`config.mk`:
```
export PLATFORM = sky130hd
export DESIGN_NAME = core_dispatch
export DESIGN_NICKNAME = d
export VERILOG_FILES = /design/src/rtl/core_dispatch.sv
export SDC_FILE = /design/constraint.sdc
export NUM_CORES = 1
export LEC_CHECK = 0
export ABC_AREA = 1
export CAP_MARGIN = 20
export CORE_MARGIN = 2
export CORE_UTILIZATION = 25
export DETAILED_ROUTE_END_ITERATION = 8
export PLACE_DENSITY = 0.54
export RECOVER_POWER = 25
export SYNTH_ARGS = -nofsm -noshare
export SYNTH_HDL_FRONTEND = slang
export SYNTH_SLANG_ARGS = --single-unit
```
`constraint.sdc`:
```
create_clock -name clk_i -period 4 [get_ports clk_i]
set_input_delay 0.6 -clock clk_i [delete_from_list [all_inputs] [get_ports clk_i]]
set_output_delay 0.6 -clock clk_i [all_outputs]
set_load 0.05 [all_outputs]
```
`src/rtl/core_dispatch.sv`:
```
`default_nettype none
// ============================================================================
//  Module   : core_dispatch
//  Purpose  : Accepts one command at a time and routes it to the core that owns
//             the address region (idx = address >> REGION_BITS). It then waits
//             for that core's done strobe, or for a timeout, and returns a
//             single result/status strobe.
//             Optional: define DISPATCH_BROADCAST_EN so that an all-ones address
//             issues the command to every core and collects a sticky done mask.
//  Ports    : clk_i, rst_i            - clock, synchronous active-high reset
//             cmd_valid_i/cmd_ready_o - command handshake (ready only in IDLE)
//             instruction_i, address_i, value_i - command fields
//             core_valid_o            - one-hot issue strobe (all ones on broadcast)
//             core_instruction_o, core_address_o (region-local), core_value_o
//             core_done_i, core_result_i - per-core completion and result slices
//             result_o, result_valid_o, status_o (00 OK, 01 TIMEOUT, 10 UNMAPPED)
//  Revision : 1.0 - initial release
// ============================================================================
module core_dispatch #(
    parameter int NUM_CORES   = 4,
    parameter int ADDR_W      = 24,
    parameter int DATA_W      = 32,
    parameter int REGION_BITS = 8,
    parameter int TIMEOUT     = 255
) (
    input  logic                        clk_i,
    input  logic                        rst_i,
    input  logic                        cmd_valid_i,
    output logic                        cmd_ready_o,
    input  logic [7:0]                  instruction_i,
    input  logic [ADDR_W-1:0]           address_i,
    input  logic [DATA_W-1:0]           value_i,
    output logic [NUM_CORES-1:0]        core_valid_o,
    output logic [7:0]                  core_instruction_o,
    output logic [ADDR_W-1:0]           core_address_o,
    output logic [DATA_W-1:0]           core_value_o,
    input  logic [NUM_CORES-1:0]        core_done_i,
    input  logic [NUM_CORES*DATA_W-1:0] core_result_i,
    output logic [DATA_W-1:0]           result_o,
    output logic                        result_valid_o,
    output logic [1:0]                  status_o
);

    localparam logic [15:0] c_TIMEOUT     = 16'(TIMEOUT);
    localparam logic [1:0]  c_ST_OK       = 2'b00;
    localparam logic [1:0]  c_ST_TIMEOUT  = 2'b01;
    localparam logic [1:0]  c_ST_UNMAPPED = 2'b10;

    typedef enum logic [1:0] {
        S_IDLE    = 2'd0,
        S_ISSUE   = 2'd1,
        S_WAIT    = 2'd2,
        S_RESPOND = 2'd3
    } state_t;

    state_t                r_state;
    state_t                w_state_nxt;

    logic [7:0]            r_instr;
    logic [ADDR_W-1:0]     r_addr;
    logic [DATA_W-1:0]     r_value;
    logic [NUM_CORES-1:0]  r_sel;       // target core(s), one-hot or all ones
    logic [15:0]           r_timer;
    logic [DATA_W-1:0]     r_result;
    logic [1:0]            r_status;

    logic [ADDR_W-1:0]     w_idx;
    logic [NUM_CORES-1:0]  w_sel_dec;
    logic                  w_mapped;
    logic                  w_go_issue;
    logic [ADDR_W-1:0]     w_local_addr;
    logic [NUM_CORES-1:0]  w_done_now;
    logic                  w_hit;
    logic                  w_timeout;
    logic [DATA_W-1:0]     w_core_result;

`ifdef DISPATCH_BROADCAST_EN
    logic                  r_bcast;
    logic [NUM_CORES-1:0]  r_done_mask;
    logic                  w_bcast;
    logic [NUM_CORES-1:0]  w_mask_acc;
    logic [DATA_W-1:0]     w_mask_ext;
`endif

    // ------------------------------------------------------------------
    // Address decode. A one-hot compare per core replaces the
    // "idx >= NUM_CORES" test: an empty select vector means unmapped.
    // ------------------------------------------------------------------
    always_comb begin
        w_idx        = address_i >> REGION_BITS;
        w_local_addr = ADDR_W'(address_i[REGION_BITS-1:0]);
        w_sel_dec    = '0;
        for (int i = 0; i < NUM_CORES; i++) begin
            w_sel_dec[i] = (w_idx == ADDR_W'(i));
        end
        w_mapped = |w_sel_dec;
`ifdef DISPATCH_BROADCAST_EN
        w_bcast    = &address_i;
        w_go_issue = w_mapped | w_bcast;
`else
        w_go_issue = w_mapped;
`endif
    end

    // ------------------------------------------------------------------
    // Completion detect. Only done bits of the selected core(s) count.
    // ------------------------------------------------------------------
    always_comb begin
        w_done_now    = core_done_i & r_sel;
        w_timeout     = (r_timer == c_TIMEOUT);
        w_core_result = '0;
        for (int i = 0; i < NUM_CORES; i++) begin
            if (r_sel[i]) begin
                w_core_result = core_result_i[i*DATA_W +: DATA_W];
            end
        end
`ifdef DISPATCH_BROADCAST_EN
        // Include this cycle's done bits so a completion on the final
        // cycle is credited both to the all-done test and to the mask.
        w_mask_acc = r_done_mask | w_done_now;
        w_mask_ext = '0;
        for (int i = 0; i < NUM_CORES; i++) begin
            if (i < DATA_W) begin
                w_mask_ext[i] = w_mask_acc[i];
            end
        end
        w_hit = r_bcast ? (&w_mask_acc) : (|w_done_now);
`else
        w_hit = |w_done_now;
`endif
    end

    // ------------------------------------------------------------------
    // FSM state register
    // ------------------------------------------------------------------
    always_ff @(posedge clk_i) begin
        if (rst_i) begin
            r_state <= S_IDLE;
        end else begin
            r_state <= w_state_nxt;
        end
    end

    // ------------------------------------------------------------------
    // Next state and outputs. Every output is forced low while reset is
    // held, so the block is silent even before the first reset edge.
    // ------------------------------------------------------------------
    always_comb begin
        w_state_nxt        = r_state;
        cmd_ready_o        = 1'b0;
        core_valid_o       = '0;
        result_valid_o     = 1'b0;
        core_instruction_o = '0;
        core_address_o     = '0;
        core_value_o       = '0;
        result_o           = '0;
        status_o           = '0;

        unique case (r_state)
            S_IDLE: begin
                if (cmd_valid_i) begin
                    w_state_nxt = w_go_issue ? S_ISSUE : S_RESPOND;
                end
            end
            S_ISSUE:   w_state_nxt = S_WAIT;
            S_WAIT: begin
                // Done is tested first so it wins over a coincident timeout.
                if (w_hit || w_timeout) begin
                    w_state_nxt = S_RESPOND;
                end
            end
            S_RESPOND: w_state_nxt = S_IDLE;
            default:   w_state_nxt = S_IDLE;
        endcase

        if (!rst_i) begin
            cmd_ready_o        = (r_state == S_IDLE);
            core_valid_o       = (r_state == S_ISSUE) ? r_sel : '0;
            result_valid_o     = (r_state == S_RESPOND);
            core_instruction_o = r_instr;
            core_address_o     = r_addr;
            core_value_o       = r_value;
            result_o           = r_result;
            status_o           = r_status;
        end
    end

    // ------------------------------------------------------------------
    // Datapath registers
    // ------------------------------------------------------------------
    always_ff @(posedge clk_i) begin
        if (rst_i) begin
            r_instr  <= '0;
            r_addr   <= '0;
            r_value  <= '0;
            r_sel    <= '0;
            r_timer  <= '0;
            r_result <= '0;
            r_status <= '0;
`ifdef DISPATCH_BROADCAST_EN
            r_bcast     <= 1'b0;
            r_done_mask <= '0;
`endif
        end else begin
            unique case (r_state)
                S_IDLE: begin
                    if (cmd_valid_i) begin
                        r_instr <= instruction_i;
                        r_value <= value_i;
                        r_addr  <= w_local_addr;
                        r_sel   <= w_sel_dec;
`ifdef DISPATCH_BROADCAST_EN
                        r_bcast     <= w_bcast;
                        r_done_mask <= '0;
                        if (w_bcast) begin
                            r_addr <= '0;
                            r_sel  <= '1;
                        end
`endif
                        if (!w_go_issue) begin
                            r_result <= '0;
                            r_status <= c_ST_UNMAPPED;
                        end
                    end
                end
                S_ISSUE: begin
                    r_timer <= '0;
                end
                S_WAIT: begin
                    r_timer <= r_timer + 16'd1;
`ifdef DISPATCH_BROADCAST_EN
                    r_done_mask <= w_mask_acc;
`endif
                    if (w_hit) begin
                        r_status <= c_ST_OK;
                        r_result <= w_core_result;
`ifdef DISPATCH_BROADCAST_EN
                        if (r_bcast) begin
                            r_result <= DATA_W'(NUM_CORES);
                        end
`endif
                    end else if (w_timeout) begin
                        r_status <= c_ST_TIMEOUT;
                        r_result <= '0;
`ifdef DISPATCH_BROADCAST_EN
                        if (r_bcast) begin
                            r_result <= w_mask_ext;
                        end
`endif
                    end
                end
                default: begin
                end
            endcase
        end
    end

endmodule
`default_nettype wire

```
# After elaboration in Yosys (flattened, before gate mapping)
# Index checks and enable logic that the tools add are counted.
# totals
ff_bits	104
output_inout_bits	104
elab_cells	59
# op_classes
n_addsub	1
n_eq_ne	11
n_mux	28
bitwise_logic	1
n_reduce_logical	10
# ops
op	n
32-bit two-way mux	10
32-bit case mux with 2 select lines	1
16-bit by 2-bit equality test with 1-bit output (second input constant)	2
16-bit case mux with 2 select lines	1
24-bit logical NOT	1
16-bit by 1-bit adder with 16-bit output (second input constant)	1
16-bit by 1-bit equality test with 1-bit output (second input constant)	1
16-bit by 8-bit equality test with 1-bit output (second input constant)	1
2-bit two-way mux	8
8-bit two-way mux	2
4-bit two-way mux	2
2-bit case mux with 4 select lines	1
4-bit OR reduction	2
2-bit != test (second input constant)	3
4-bit bitwise AND	1
2-bit equality test (second input constant)	2
2-bit case mux with 2 select lines	1
2-bit AND reduction	2
4-bit AND reduction	1
2-bit nonzero test	2
3-bit != test (second input constant)	1
2-bit by 1-bit equality test with 1-bit output (second input constant)	1
2-bit logical NOT	1
1-bit two-way mux	2
1-bit logical OR	1

# Logic depth before layout (Yosys ltp)
# Gate-level depths: netlist (run 1).
# depth
ltp_word	6
mapped_depth	11
ltp_nobuf	10

# Worst setup path before layout (run 1)
# OpenSTA, ideal clock, no wires.
# synth_path
path_type	register to output
startpoint	register r_sel[3]
endpoint	output core_valid_o[3]
t_arrival_ns	1.988
required_time_ns	3.400
slack_ns	1.412
path_stages_with_launch	6
path_buffers	3
cell_sequence	dfxtp_1 buf_2 inv_1 clkbuf_1 clkbuf_1 nor3_1
# synth_between
elab_chain_len	2
# synth_rtl
item	line	rtl
from (decl)	62	logic [NUM_CORES-1:0] r_sel;
from (signal assigned)	211	r_sel <= w_sel_dec;
4-bit two-way mux	178	core_valid_o = (r_state == S_ISSUE) ? r_sel : '0;
4-bit two-way mux	176	if (!rst_i) begin
to (decl)	33	output logic [NUM_CORES-1:0] core_valid_o,
# No other way between the ends.

# Worst setup path in the final report (run 1)
# layout_path
startpoint	register r_state[1]
endpoint	register r_addr[2]
# layout_between
elab_chain_len	2
# layout_rtl
item	line	rtl
from (decl)	56	state_t r_state;
from (signal assigned)	140	r_state <= w_state_nxt;
2-bit logical NOT	205	unique case (r_state)
2-bit AND reduction (no source line)	--	
to (signal assigned)	210	r_addr <= w_local_addr;
to (decl)	60	logic [ADDR_W-1:0] r_addr;
# No other way between the ends.
# A chain may end at the register's enable or synchronous reset.

==> results of run 1 <==
==> area by class of cell <==
type                    instances  area (µm²)  share of cell area
flip-flops and latches        104        2080               0.222
clock inverters                 6        50.0             0.00534
inverters                     112         420              0.0449
repair buffers                298        2970               0.317
clock buffers                   9         225              0.0240
well taps                     324         405              0.0433
multi-input cells             685        3220               0.344
==> per-layer routing <==
| layer | track usage | part of all wire | vias to the layer above |
|---|---|---|---|
| met5 | 0 | 0 | - |
| met4 | 0.0434 | 0.019 | 0 |
| met3 | 0.0403 | 0.062 | 27 |
| met2 | 0.307 | 0.48 | 212 |
| met1 | 0.215 | 0.44 | 3042 |
| li1 | - | - | 3571 |
==> where the power goes <==
| part | switching [µW] | internal, µW |
|---|---|---|
| combinational | 2010 | 1110 |
| sequential | 146 | 1360 |
| clock | 433 | 430 |
| total | 2590 | 2900 |
==> cell families (layout without fill, tap and decap cells) <==
kind of cell,after synthesis,count (layout),synth area share
compound gates,245,245,0.213
other cells,1,16,0.000615
xor+xnor,1,1,0.00144
buf+inv,200,425,0.139
simple gates,418,418,0.295
flops,104,104,0.341
fa+ha+maj,5,5,0.0103
==> state kept, by name (all words and copies together), names as in the netlist <==
name / count
r_result: 32
r_status: 2
r_value: 32
r_timer: 16
r_state: 2
r_addr: 8
r_sel: 4
r_instr: 8
==> worst max path at each step <==
stage / startpoint / end / slack [ps] / depth (start not counted)
2_1_floorplan: r_sel[3]$_SDFFE_PP0P_ / core_valid_o[3] / 1410 / 5
6_report: r_state[1]$_SDFFE_PP0P_ / r_addr[2]$_SDFFE_PP0P_ / 960 / 6
4_1_cts: r_sel[3]$_SDFFE_PP0P_ / core_valid_o[3] / 1000 / 3
3_5_place_dp: rst_i / result_o[1] / 1040 / 3
5_1_grt: r_state[1]$_SDFFE_PP0P_ / r_addr[1]$_SDFFE_PP0P_ / 570 / 6
3_3_place_gp: rst_i / core_address_o[7] / 1080 / 3
==> worst max-delay path: cells and delay by family (launching register included) <==
kind	cells	cell delay (ps)
simple gates	1	980
buf+inv	2	860
compound gates	2	450
flops	1	390
fa+ha+maj	1	270
==> synthesized netlist by cell type, types with 2 or more instances <==
| cell type | instances | share of area |
|---|---|---|
| clkbuf_1 | 45 | 0.028 |
| nand2_1 | 123 | 0.076 |
| nor3_1 | 11 | 0.0090 |
| nor4_1 | 2 | 0.0021 |
| dfxtp_1 | 104 | 0.34 |
| o21ai_0 | 82 | 0.067 |
| nor2_2 | 2 | 0.0021 |
| nor3_2 | 2 | 0.0033 |
| buf_2 | 12 | 0.0099 |
| ha_1 | 5 | 0.010 |
| a21oi_1 | 138 | 0.11 |
| buf_4 | 19 | 0.023 |
| nand3_1 | 89 | 0.073 |
| inv_2 | 2 | 0.0012 |
| o211ai_1 | 2 | 0.0025 |
| o31ai_1 | 7 | 0.0086 |
| o21a_1 | 10 | 0.012 |
| or2_2 | 25 | 0.026 |
| buf_1 | 11 | 0.0068 |
| a211oi_1 | 4 | 0.0049 |
| nor2_1 | 159 | 0.098 |
| clkinv_1 | 3 | 0.0018 |
| inv_1 | 107 | 0.066 |
==> through the flow <==
| step | power, µW | instance area, µm² | hold WS, ps | util |
|---|---|---|---|---|
| 6_report | 5490 | 9370 | 455 | 0.389 |
| 5_1_grt | 5950 | 9370 | 470 | 0.389 |
| 4_1_cts | 5570 | 9390 | 458 | 0.390 |
| 3_5_place_dp | 4690 | 9120 | 446 | 0.378 |
| 3_3_place_gp | 4650 | 9120 | 440 | 0.378 |
| 2_1_floorplan | 3750 | 6150 | 430 | - |
==> reports/metrics.yaml, run 1 <==
grt_pass1_wl_um: 35800
num_io_pins: 303
ctsHoldBuffers: 0
cpPeakStageDelay_ps: 980
drt_iter0_drc: 355
cts_tree: "built"
dieArea_mm2: 0.0257
ys_ff_latch: 104
finalNetCount: 1414
synth_seq_area_share: 0.341
worstPathArrival_ps: 3310
overflow: 0
start_util: 0.253
syn_area_mm2: 0.00610
synthFlopType: "dfxtp_1"
ant_nets: 0
dp_cells: 1523
fin_tns_setup_ps: 0
dp_slack_ps: 1040
critPathKind: "flop to flop"
core_mm2: 0.0241
cts_max_level: 3
drtPass1Iterations: 4
max_freq_mhz: 329
routedWlPerCell_um: 14.9
hold_path.class: "flop to flop"
wirelength_um: 22900
min_to: "r_value[23]$_SDFFE_PP0P_"
io_buffers: 286
area_delta_synth_final_pct: 53.7
crit_path_top_delay_cell: "nand2_1"
fillers: 2630
n_antenna_cell: 0
drv_cap: 0
rsz0062_at_grt: "false"
ctsResizeCount: 0
gp_congestion: 0.832
yosys_warnings: 0
drc: 0
grt_pass1_vias: 6655
outcome: "finished, final reports clean"
clkSinkCount: 104
final-max-slew-violation-count: 0
cp-end-kind: "flop"
irDropWorstVdd_mv: 0.387
rr_endpoint: "r_addr[2]$_SDFFE_PP0P_"
setup_slack_ps: 958
layout_commonest_cell: "clkdlybuf4s50_1"
holdPathStages: 2
viasPerCell: 4.46
grt_max_degree: 96
grt_usage: 0.174
synth_edf_count: 0
clk_pin_slew_worst_paths_ps: 80
die_h_um: 160
p_per_area_mw_per_mm2: 586
rr_worst_depth: 6
clkLatencyLatePin_ps: 360
syn_inst: 974
path_cells: "inv_1 -> ha_1 -> nand2_1 -> clkbuf_1 -> o21ai_0 -> a21oi_1"
root_buffer: "clkbuf_16"
setup_viol: 0
finClkSkew_ps: 13.8
min_period_ps: 3040
syn_avg_cell_area_um2: 6.26
dp_hpwl_um: 16300
instances_no_fill: 1538
drive_gt1_frac: 0.0519
synth_cell_type_count: 33
layout_common_cells: "284 x clkdlybuf4s50_1, 158 x nor2_1, 138 x a21oi_1"
finalHoldViolations: 0
cp.required_ps: 4270
die_w_um: 160
post_cts_buffers: 0
worst_pin_slew_ps: 1420
period_share: 0.760
crit_fanout: 44
hp-start: "r_value[23]$_SDFFE_PP0P_"
p_leak_uw: 0.00371
timing.slew.headroom: 0.0560
async_reset_ff_frac: 0
antenna_found_initial: 0
rows: 57
r2r-start: "r_state[1]$_SDFFE_PP0P_"
cts_buffers: 9
cts.path.max_buffers: 2
critPathLaunchType: "flop"
vias: 6852
reg2reg_slack_ps: 960
No activity file was read; power rests on OpenSTA's default activity.
==> run 2, diff against run 1 <==
--- a/config.mk
+++ b/config.mk
@@ -10,7 +10,7 @@
 export CORE_MARGIN = 2
 export CORE_UTILIZATION = 25
 export DETAILED_ROUTE_END_ITERATION = 8
-export PLACE_DENSITY = 0.54
+export PLACE_DENSITY = 0.56
 export RECOVER_POWER = 25
 export SYNTH_ARGS = -nofsm -noshare
 export SYNTH_HDL_FRONTEND = slang
==> constraint.sdc (replaced) <==
create_clock -name clk_i -period 2.6 [get_ports clk_i]
set_input_delay 0.39 -clock clk_i [delete_from_list [all_inputs] [get_ports clk_i]]
set_output_delay 0.39 -clock clk_i [all_outputs]
set_load 0.05 [all_outputs]
==> run 2 against run 1 <==
  * Clock skew decreased by 9.1 ps
  * Utilization grew 0.54 points
  * Critical path depth down 3
  * Non-clock buffer count is 15 higher
  * Worst hold slack got worse by 3.1 ps
  * Combinational power grew 55%
  * Sequential share of layout area down 0.30 points
  * Critical path type is now flop to output pin
  * Highest routed layer unchanged
==> reports/metrics.yaml, run 2 (synthesis gave the netlist of run 1 again) <==
crit_family: "buffers and inverters"  # was simple AND/OR/NAND/NOR gates
layout_common_cells: "257 x clkdlybuf4s50_1, 158 x nor2_1, 138 x a21oi_1"  # was 284 x clkdlybuf4s50_1, 158 x nor2_1, 138 x a21oi_1
path_cells: "clkinv_1 -> nor3_1 -> buf_12"  # was inv_1 -> ha_1 -> nand2_1 -> clkbuf_1 -> o21ai_0 -> a21oi_1
ctsHoldBuffers: 0  # unchanged
core_mm2: 0.0241  # unchanged
dp_slack_ps: 413  # was 1040 ps
max_freq_mhz: 428
cts_buffers: 9  # unchanged
cpPeakStageDelay_ps: 530  # was 980 ps
met2_length_um: 10800  # was 11000 µm
cts.path.max_buffers: 2  # unchanged
io_buffers: 286  # unchanged
hold-worst-slack_ps: 452  # was 455 ps
multi_input_area_mm2: 0.00323  # was 0.00322 mm²
finalHoldViolations: 0  # unchanged
grt_usage: 0.172  # was 0.174
cp_num_buf_inv: 2  # unchanged
root_buffer: "clkbuf_16"  # unchanged
drv_cap: 0  # unchanged
cp-end-kind: "output pin"  # was flop
finish.utilization: 0.394  # was 0.389
viasPerCell: 4.45  # was 4.46
cp.required_ps: 2210  # was 4270 ps
design_area_mm2: 0.00950  # was 0.00937 mm²
finalNetCount: 1429  # was 1414
vias: 6916  # was 6852
overflow: 0  # unchanged
rsz0062_at_grt: "false"  # unchanged
drt_iter0_drc: 345  # was 355
p_leak_uw: 0.00381  # was 0.00371 µW
timing.slew.headroom: 0.362  # was 0.0560
ctsResizeCount: 0  # unchanged
routedWlPerCell_um: 14.5  # was 14.9 µm
setup_slack_ps: 262  # was 958 ps
cts_max_level: 3  # unchanged
clkLatencyLatePin_ps: 350  # was 360 ps
grt_pass1_vias: 6730  # was 6655
post_cts_buffers: 0  # unchanged
irDropWorstVdd_mv: 0.459  # was 0.387 mV
worstPathArrival_ps: 1950  # was 3310 ps
min_period_ps: 2340
topRoutingLayerUsed: "met4"  # unchanged
finClkSkew_ps: 4.75  # was 13.8 ps
num_io_pins: 303  # unchanged
crit_path_top_delay_cell: "nor3_1"  # was nand2_1
final-max-slew-violation-count: 0  # unchanged
period_share: 0.899
clkSinkCount: 104  # unchanged
critPathLaunchType: "flop"  # unchanged
reg.largest.list: "r_result (32), r_value (32), r_timer (16)"  # unchanged
start_util: 0.253  # unchanged
gp_congestion: 0.818  # was 0.832
drive_gt1_frac: 0.0724  # was 0.0519
grt_pass1_wl_um: 35200  # was 35800 µm
grt_max_degree: 69  # was 96
cts_tree: "built"  # unchanged
critPathKind: "flop to output pin"  # was flop to flop
drtPass1Iterations: 4  # unchanged
setup_viol: 0  # unchanged
dp_hpwl_um: 16800  # was 16300 µm
dieArea_mm2: 0.0257  # unchanged
die_w_um: 160  # unchanged
fillers: 2655  # was 2630
drt-met1-wl_um: 9740  # was 10100 µm
place_area_mm2: 0.00926  # was 0.00912 mm²
drc: 0  # unchanged
p_per_area_mw_per_mm2: 909  # was 586 mW/mm²
rows: 57  # unchanged
outcome: "finished, final reports clean"  # unchanged
clk_pin_slew_worst_paths_ps: 70  # was 80 ps
area_delta_synth_final_pct: 55.9  # was 53.7%
die_h_um: 160  # unchanged
hold_path.class: "flop to flop"  # unchanged
wirelength_um: 22600  # was 22900 µm
worst_pin_slew_ps: 955  # was 1420 ps
regArea_mm2: 0.00208  # unchanged
fin_tns_setup_ps: 0  # unchanged
wl_met3_um: 1610  # was 1420 µm
crit_fanout: 14  # was 44
n_antenna_cell: 0  # unchanged
antenna_found_initial: 0  # unchanged
layout_commonest_cell: "clkdlybuf4s50_1"  # unchanged
ant_nets: 0  # unchanged
[run 2: worst register-to-register path: cells and delay by family (launching register included)]
kind,cells,cell delay [ps]
flip-flops,1,370
AO/OA/AOI/OAI,2,300
buffers and inverters,2,700
AND/OR/NAND/NOR,1,370
adder cells (fa/ha/maj),1,290
[run 2: power by group]
part	internal (µW)	switching, µW	total [µW]
Sequential	2090	207	2300
Combinational	1750	3100	4850
Clock	871	613	1480
Total	4710	3920	8640
[run 2: routing by layer]
metal,vias up,global-route usage
met4,0,0.0377
met3,21,0.0564
met1,3091,0.202
met2,208,0.303
met5,-,0
li1,3596,-
[run 2: area by class of cell]
type                            count  area share
Multi-Input combinational cell    685       0.340
Timing Repair Buffer              313       0.320
Sequential cell                   104       0.219
Inverter                          112      0.0442
Tap cell                          324      0.0427
Clock buffer                       11      0.0255
Clock inverter                      4     0.00816
[run 2: per-stage QoR]
stage	instances	total power (µW)
floorplan	989	5760
global placement	1538	7270
detailed placement	1538	7300
CTS	1553	8840
global route	1553	9370
finish	1553	8640
[run 2: path summary, 6_finish.rpt]
kind                                            endpoint  slack [ps]  cells after the start                      from
worst max-delay path                     core_valid_o[1]         260                      3     r_sel[1]$_SDFFE_PP0P_
worst min-delay path            r_value[21]$_SDFFE_PP0P_         450                      2  r_value[21]$_SDFFE_PP0P_
worst max register to register    r_addr[0]$_SDFFE_PP0P_         510                      6   r_state[0]$_SDFFE_PP0P_
worst min register to register  r_value[21]$_SDFFE_PP0P_         450                      2  r_value[21]$_SDFFE_PP0P_
